[src/rtl/ps2_host_tx.sv]
// ps2_host_tx -- host-to-device PS/2 command transmitter.
//
// Sends one command byte to a PS/2 device. It inhibits the bus (clock held
// low), issues request-to-send (data low, clock released), shifts the byte
// out LSB first on device-generated clock falling edges, adds odd parity
// and a released stop bit, then checks the device ACK.
// The open-drain pads live outside; this block only produces pull-low
// enables and reads the raw line levels through 2-flop synchronisers.
//
// Ports:
//   SYS_CLK      in   system clock (only clock)
//   reset        in   synchronous active-high reset
//   tx_data[7:0] in   command byte, sampled on accept
//   tx_valid     in   request to send tx_data
//   tx_ready     out  high only while idle; accept = tx_valid & tx_ready
//   tx_done      out  one-cycle pulse: byte ACKed and bus idle again
//   tx_err       out  one-cycle pulse: missing ACK or timeout
//   busy         out  high from accept through the done/err pulse
//   ps2_clk_in   in   raw PS/2 clock line level (asynchronous)
//   ps2_data_in  in   raw PS/2 data line level (asynchronous)
//   ps2_clk_oe   out  1 = pull clock line low
//   ps2_data_oe  out  1 = pull data line low
//
// All outputs are registered.

module ps2_host_tx #(
  parameter int INHIBIT_CYCLES = 10000,
  parameter int TIMEOUT_CYCLES = 2000000
) (
  input  logic       SYS_CLK,
  input  logic       reset,
  input  logic [7:0] tx_data,
  input  logic       tx_valid,
  output logic       tx_ready,
  output logic       tx_done,
  output logic       tx_err,
  output logic       busy,
  input  logic       ps2_clk_in,
  input  logic       ps2_data_in,
  output logic       ps2_clk_oe,
  output logic       ps2_data_oe
);

  // One counter serves both the inhibit interval and the ACK timeout,
  // so it is sized for the larger of the two.
  localparam int CNT_MAX = (INHIBIT_CYCLES > TIMEOUT_CYCLES) ? INHIBIT_CYCLES : TIMEOUT_CYCLES;
  localparam int CNT_W   = $clog2(CNT_MAX + 1);

  localparam logic [CNT_W-1:0] CNT_ONE  = CNT_W'(1);
  localparam logic [CNT_W-1:0] INH_LAST = CNT_W'(INHIBIT_CYCLES - 1);
  localparam logic [CNT_W-1:0] INH_PRE  = CNT_W'(INHIBIT_CYCLES - 2);
  localparam logic [CNT_W-1:0] TO_LAST  = CNT_W'(TIMEOUT_CYCLES - 1);

  typedef enum logic [2:0] {
    ST_IDLE      = 3'd0,
    ST_INHIBIT   = 3'd1,
    ST_REQ       = 3'd2,
    ST_SHIFT     = 3'd3,
    ST_WAIT_IDLE = 3'd4,
    ST_DONE      = 3'd5,
    ST_ERR       = 3'd6
  } state_e;

  // Odd parity: the parity bit makes the total count of ones odd.
  function automatic logic odd_parity(input logic [7:0] d);
    return ~^d;
  endfunction

  state_e           state_q, state_d;
  logic [CNT_W-1:0] cnt_q, cnt_d;
  logic [3:0]       bit_cnt_q, bit_cnt_d;
  logic [8:0]       frame_q, frame_d;

  logic [1:0]       clk_sync_q;
  logic [1:0]       data_sync_q;
  logic             clk_prev_q;

  logic             tx_ready_q, tx_done_q, tx_err_q, busy_q;
  logic             clk_oe_q, data_oe_q;
  logic             ready_d, busy_d, done_d, err_d;
  logic             clk_oe_d, data_oe_d;

  logic             clk_fe_s;
  logic             accept_s;

  // Line synchronisers; the bus idles high, so reset to 1 to avoid a
  // spurious falling edge right after reset.
  always_ff @(posedge SYS_CLK) begin
    if (reset) begin
      clk_sync_q  <= 2'b11;
      data_sync_q <= 2'b11;
      clk_prev_q  <= 1'b1;
    end else begin
      clk_sync_q  <= {clk_sync_q[0], ps2_clk_in};
      data_sync_q <= {data_sync_q[0], ps2_data_in};
      clk_prev_q  <= clk_sync_q[1];
    end
  end

  assign clk_fe_s = clk_prev_q & ~clk_sync_q[1];
  assign accept_s = tx_valid & tx_ready_q;

  // State, counters and latched frame.
  always_ff @(posedge SYS_CLK) begin
    if (reset) begin
      state_q   <= ST_IDLE;
      cnt_q     <= '0;
      bit_cnt_q <= 4'd0;
      frame_q   <= 9'd0;
    end else begin
      state_q   <= state_d;
      cnt_q     <= cnt_d;
      bit_cnt_q <= bit_cnt_d;
      frame_q   <= frame_d;
    end
  end

  // Next state plus next values of every registered output. Outputs are
  // computed from the next state so they appear in the same cycle as it.
  always_comb begin
    state_d   = state_q;
    cnt_d     = cnt_q;
    bit_cnt_d = bit_cnt_q;
    frame_d   = frame_q;
    clk_oe_d  = 1'b0;
    data_oe_d = 1'b0;
    done_d    = 1'b0;
    err_d     = 1'b0;

    case (state_q)
      ST_IDLE: begin
        if (accept_s) begin
          state_d  = ST_INHIBIT;
          frame_d  = {odd_parity(tx_data), tx_data};
          cnt_d    = '0;
          clk_oe_d = 1'b1;
        end else begin
          cnt_d = '0;
        end
      end

      ST_INHIBIT: begin
        // cnt_q counts inhibit cycles already shown; data is pulled low
        // during the final inhibit cycle so it leads the clock release.
        cnt_d    = cnt_q + CNT_ONE;
        clk_oe_d = 1'b1;
        if (cnt_q == INH_LAST) begin
          state_d   = ST_REQ;
          cnt_d     = '0;
          clk_oe_d  = 1'b0;
          data_oe_d = 1'b1;
        end else if (cnt_q == INH_PRE) begin
          data_oe_d = 1'b1;
        end else begin
          data_oe_d = 1'b0;
        end
      end

      ST_REQ: begin
        // Start bit (0) is already on the line; timeout count began at 0.
        state_d   = ST_SHIFT;
        cnt_d     = cnt_q + CNT_ONE;
        bit_cnt_d = 4'd0;
        data_oe_d = 1'b1;
      end

      ST_SHIFT: begin
        cnt_d     = cnt_q + CNT_ONE;
        data_oe_d = data_oe_q;
        if (cnt_q == TO_LAST) begin
          state_d   = ST_ERR;
          err_d     = 1'b1;
          data_oe_d = 1'b0;
        end else if (clk_fe_s) begin
          bit_cnt_d = bit_cnt_q + 4'd1;
          if (bit_cnt_q < 4'd9) begin
            // Edges 1..9: data bits LSB first, then parity.
            data_oe_d = ~frame_q[0];
            frame_d   = {1'b1, frame_q[8:1]};
          end else if (bit_cnt_q == 4'd9) begin
            // Edge 10: stop bit, line released.
            data_oe_d = 1'b0;
          end else begin
            // Edge 11: device ACK is a low data line.
            data_oe_d = 1'b0;
            if (!data_sync_q[1]) begin
              state_d = ST_WAIT_IDLE;
            end else begin
              state_d = ST_ERR;
              err_d   = 1'b1;
            end
          end
        end else begin
          bit_cnt_d = bit_cnt_q;
        end
      end

      ST_WAIT_IDLE: begin
        cnt_d = cnt_q + CNT_ONE;
        if (cnt_q == TO_LAST) begin
          state_d = ST_ERR;
          err_d   = 1'b1;
        end else if (clk_sync_q[1] && data_sync_q[1]) begin
          state_d = ST_DONE;
          done_d  = 1'b1;
        end else begin
          state_d = ST_WAIT_IDLE;
        end
      end

      ST_DONE: begin
        state_d = ST_IDLE;
      end

      ST_ERR: begin
        state_d = ST_IDLE;
      end

      default: begin
        state_d = ST_IDLE;
      end
    endcase

    ready_d = (state_d == ST_IDLE);
    busy_d  = (state_d != ST_IDLE);
  end

  // Registered outputs; reset releases both lines and suppresses pulses.
  always_ff @(posedge SYS_CLK) begin
    if (reset) begin
      tx_ready_q <= 1'b0;
      tx_done_q  <= 1'b0;
      tx_err_q   <= 1'b0;
      busy_q     <= 1'b0;
      clk_oe_q   <= 1'b0;
      data_oe_q  <= 1'b0;
    end else begin
      tx_ready_q <= ready_d;
      tx_done_q  <= done_d;
      tx_err_q   <= err_d;
      busy_q     <= busy_d;
      clk_oe_q   <= clk_oe_d;
      data_oe_q  <= data_oe_d;
    end
  end

  assign tx_ready    = tx_ready_q;
  assign tx_done     = tx_done_q;
  assign tx_err      = tx_err_q;
  assign busy        = busy_q;
  assign ps2_clk_oe  = clk_oe_q;
  assign ps2_data_oe = data_oe_q;

endmodule
[config.mk]
export PLATFORM = sky130hd
export DESIGN_NAME = ps2_host_tx
export DESIGN_NICKNAME = d
export VERILOG_FILES = /design/src/rtl/ps2_host_tx.sv
export SDC_FILE = /design/constraint.sdc
export NUM_CORES = 1
export LEC_CHECK = 0
export BUFFER_PORTS_ARGS = -buffer_cell sky130_fd_sc_hd__buf_2
export CORE_MARGIN = 2
export CORE_UTILIZATION = 42
export CTS_BUF_LIST = sky130_fd_sc_hd__clkbuf_16
export DETAILED_ROUTE_END_ITERATION = 12
export PLACE_DENSITY = 0.57
export SETUP_SLACK_MARGIN = 0.05
export SLEW_MARGIN = 20
export SYNTH_ARGS = -nofsm -noshare
export SYNTH_HDL_FRONTEND = slang
export SYNTH_SLANG_ARGS = --single-unit
[constraint.sdc]
create_clock -name SYS_CLK -period 2.6 [get_ports SYS_CLK]
set_clock_uncertainty 0.15 [all_clocks]
set_input_delay 0.26 -clock SYS_CLK [delete_from_list [all_inputs] [get_ports SYS_CLK]]
set_output_delay 0.26 -clock SYS_CLK [all_outputs]
set_load 0.03 [all_outputs]
==> summary by stage <==
Status
The run finished with clean final reports.

Final layout
The layout has 518 filler cells. The post-route cell area is 2800 sq um. The most frequent standard cell in the layout excluding fill and tap cells is nor2_1. At the end of the flow the core is filled with cells to 0.508. The number of nets at the end of the flow is 320. The number of diodes is 0. Relative to the synthesized area, the layout overhead comes to 16.1%. Of the cells placed in the final design, the portion with a size suffix greater than 1 is 0.185. In the layout the commonest cells are 50 x nor2_1, 48 x dfxtp_1, 18 x nand2_1, 18 x buf_2, 17 x xnor2_1. The non-filler instance count after layout is 375.

Worst setup path
The most critical setup path has its startpoint at cnt_q[0]. The count of cells along the worst register-to-register path is 6. The worst register-to-register path begins at cnt_q[0]. In this run the worst path has a maximum fanout of 10. For the worst setup path, the data arrival time is 2.34 ns. The worst setup path is captured at a flop. The worst setup path is of the flop to flop kind. The minimum setup slack among reg-to-reg paths is 0.28 ns.

The endpoint of the worst register-to-register path is frame_q[2]. The data required time of the critical path is 2.63 ns. The worst setup path is launched from a flop.

Power
The power density over the cells is 646 nW/um^2. The leakage power figure is 0.995 nW. The highest ir drop seen on vdd is 376 uV.

Timing
Of the available clock period, the critical path in the final layout requires 0.891. The final count of pins violating max slew is 0. Across all hold checks on the routed design, the worst slack comes to 0.00379 ns. The shortest period the worst path allows is 2.32 ns. The worst pin sits at a relative slew slack of 0.548. Setup repair after global routing left no endpoint under its margin. The total of endpoints with negative setup slack in the final report is 0. The number of endpoints with negative hold slack in the final report is 0. The final-layout setup total negative slack is 0 ns.

Derived from the worst setup path, the maximum achievable clock frequency is 432 MHz. The slew at the pin closest to its max-slew limit is 0.676 ns.

CTS
The H-tree depth is 2. The number of gates resized after CTS was 0. The number of CTS-inserted buffers is 5. Buffers added to address setup during post-CTS repair amount to 0.

The clock passes through at most 2 buffers. Clock-pin slew was measured on the worst setup and hold paths at 0.06 ns. TritonCTS built the clock tree. The clock sink total is 48.

The master cell of the clock root buffer is clkbuf_16. The clock latency on the worst-skew pair is 0.29 ns. The number of hold buffers added after CTS was 0.

Detailed routing
For this run, design rule violations remaining after detail routing come to 0. The final route contains 2020 vias. In this run the remaining antenna-violating nets after routing total 0. The initial detailed-routing violation count is 144. The first detailed-routing pass took 4 iterations. The total routed wirelength is 5.24 mm. The via density per instance is 5.39. After detailed routing, the average wire length per cell comes to 14.0 microns.

GRT
The first global-routing pass estimated 9.23 mm of wire. The number of global-route vias before repair is 1978. The overall track demand over capacity in global routing is 0.183. The maximum number of pins on one net before global-route repair is 31. The initial antenna violation count was 0.

After global routing the overflow that remains totals 0.

Synth
Among all flip-flop cells after synthesis, the most frequent one is dfxtp_1. The unique cell type count in the Yosys netlist is 49. The proportion of register bits with asynchronous set or reset after synthesis is 0. Counting flops with a built-in enable in the synthesized netlist gives 0. The synthesized flop and latch total is 48. For this run, the number of Yosys warnings is 0.

Synthesis handed over a netlist of 281 instances. The register area share after synthesis is 0.399. After synthesis the cells add up to 2410 sq um. The net count after synthesis is 299. The average instance area after synthesis is 8.57 sq um.

Floorplan
The effective utilization at floorplan is 0.437. The standard cell core area is 5510 sq um. The width of the die is 79.7 microns. The total number of placement rows is 27. The floorplan step set the die height to 79.7 microns. The die footprint is 6360 sq um. Pin placement for this block handled 19 I/O pins.

Placement
The HPWL after detailed placement is 3.80 mm. Buffers placed on the I/O ports in this run total 18. The final weighted congestion of routability-driven global placement is 0.804. The cell total after placement is 367. Once placement finished, the instance area stood at 2580 sq um.

Run
Max-cap violations in this run came to 0.

Hold path
The number of stages on the worst hold path is 2. In this run the most critical hold path is launched from ps2_data_in. The destination of the worst hold path is data_sync_q[0]. The worst hold-check path type is input pin to flop.
-- logic make-up (layout without fill, tap and decap cells) --
logic type / after synthesis / count (layout) / share of synthesized area
adders and majority gates: 5 / 5 / 0.0260
xor gates and xnor gates: 23 / 23 / 0.0836
and+or+nand+nor: 144 / 144 / 0.310
DFF: 48 / 48 / 0.399
AOI/OAI and AO/OA: 45 / 45 / 0.150
buffers and inverters: 16 / 38 / 0.0312
-- how the worst max path moves through the flow --
stage | depth (start not counted) | end | slack, ns
2_1_floorplan | 7 | ps2_data_oe | 0.48
3_3_place_gp | 6 | frame_q[2] | 0.29
3_5_place_dp | 6 | frame_q[8] | 0.30
4_1_cts | 6 | frame_q[2] | 0.29
5_1_grt | 5 | cnt_q[0] | 0.13
6_report | 6 | frame_q[2] | 0.28
-- report_power, final --
group	internal, mW	leakage [nW]	switching (mW)
Sequential	0.756	0.390	0.0139
Clock	0.648	0.104	0.275
Combinational	0.0486	0.501	0.0645
-- state kept, by name (all words and copies together) (netlist names), 2 cells and up --
signal and cells:
state_q 3, cnt_q 21, bit_cnt_q 4, clk_sync_q 2, frame_q 9, data_sync_q 2
-- per-stage QoR --
step | total power [mW] | setup WS [ns]
final | 1.81 | 0.284
after detailed placement | 0.899 | 0.301
after global routing | 1.87 | 0.133
after floorplan | 0.865 | 0.478
after global placement | 0.900 | 0.290
after CTS | 1.82 | 0.294
-- Yosys cell counts, types with 2 or more instances --
cell       n  area share
buf_6      2      0.0093
nand2b_1   4       0.010
a21oi_2    2      0.0073
nor2b_1    2      0.0052
a31oi_1    6       0.016
nand2_1   18       0.028
ha_1       5       0.026
o21a_1     2      0.0062
xor2_1     6       0.022
o211ai_1   2      0.0062
and3_1     9       0.023
a21oi_1    8       0.017
nor2_1    50       0.078
nor4_1     3      0.0078
o22ai_1    2      0.0052
nand3_1   13       0.027
o21ai_0    3      0.0062
xnor2_1   17       0.062
o221a_2    9       0.042
nand4_1   10       0.026
nor3_1    13       0.027
inv_1      6      0.0093
clkbuf_1   8       0.012
dfxtp_1   48        0.40
or4_1      4       0.012
nand3b_1   2      0.0062
or2_2      5       0.013
-- critical path, cell delays in order (launching register included) --
cell and delay (ns):
dfxtp_1 0.39, ha_1 0.22, nand3_1 0.26, nor2_1 0.30
and4bb_2 0.41, a21oi_2 0.17, o221a_2 0.30
-- per-layer routing --
metal  vias to the layer above  wire [microns]  part of all wire  track usage
met4                         0              71             0.014       0.0569
met2                        29            2500              0.48        0.306
met3                         7             145             0.028       0.0351
met5                         -               0                 0            0
li1                       1053               -                 -            -
met1                       931            2520              0.48        0.237
-- layout make-up --
class,count,area [sq um],area share
multi-input combinational,217,1370,0.491
timing repair buffer,24,135,0.0483
clock buffer,5,125,0.0447
clock inverter,3,90.1,0.0322
tap,72,90.1,0.0322
sequential,48,961,0.344
inverter,6,22.5,0.00805
Power figures use the tool's default switching activity.
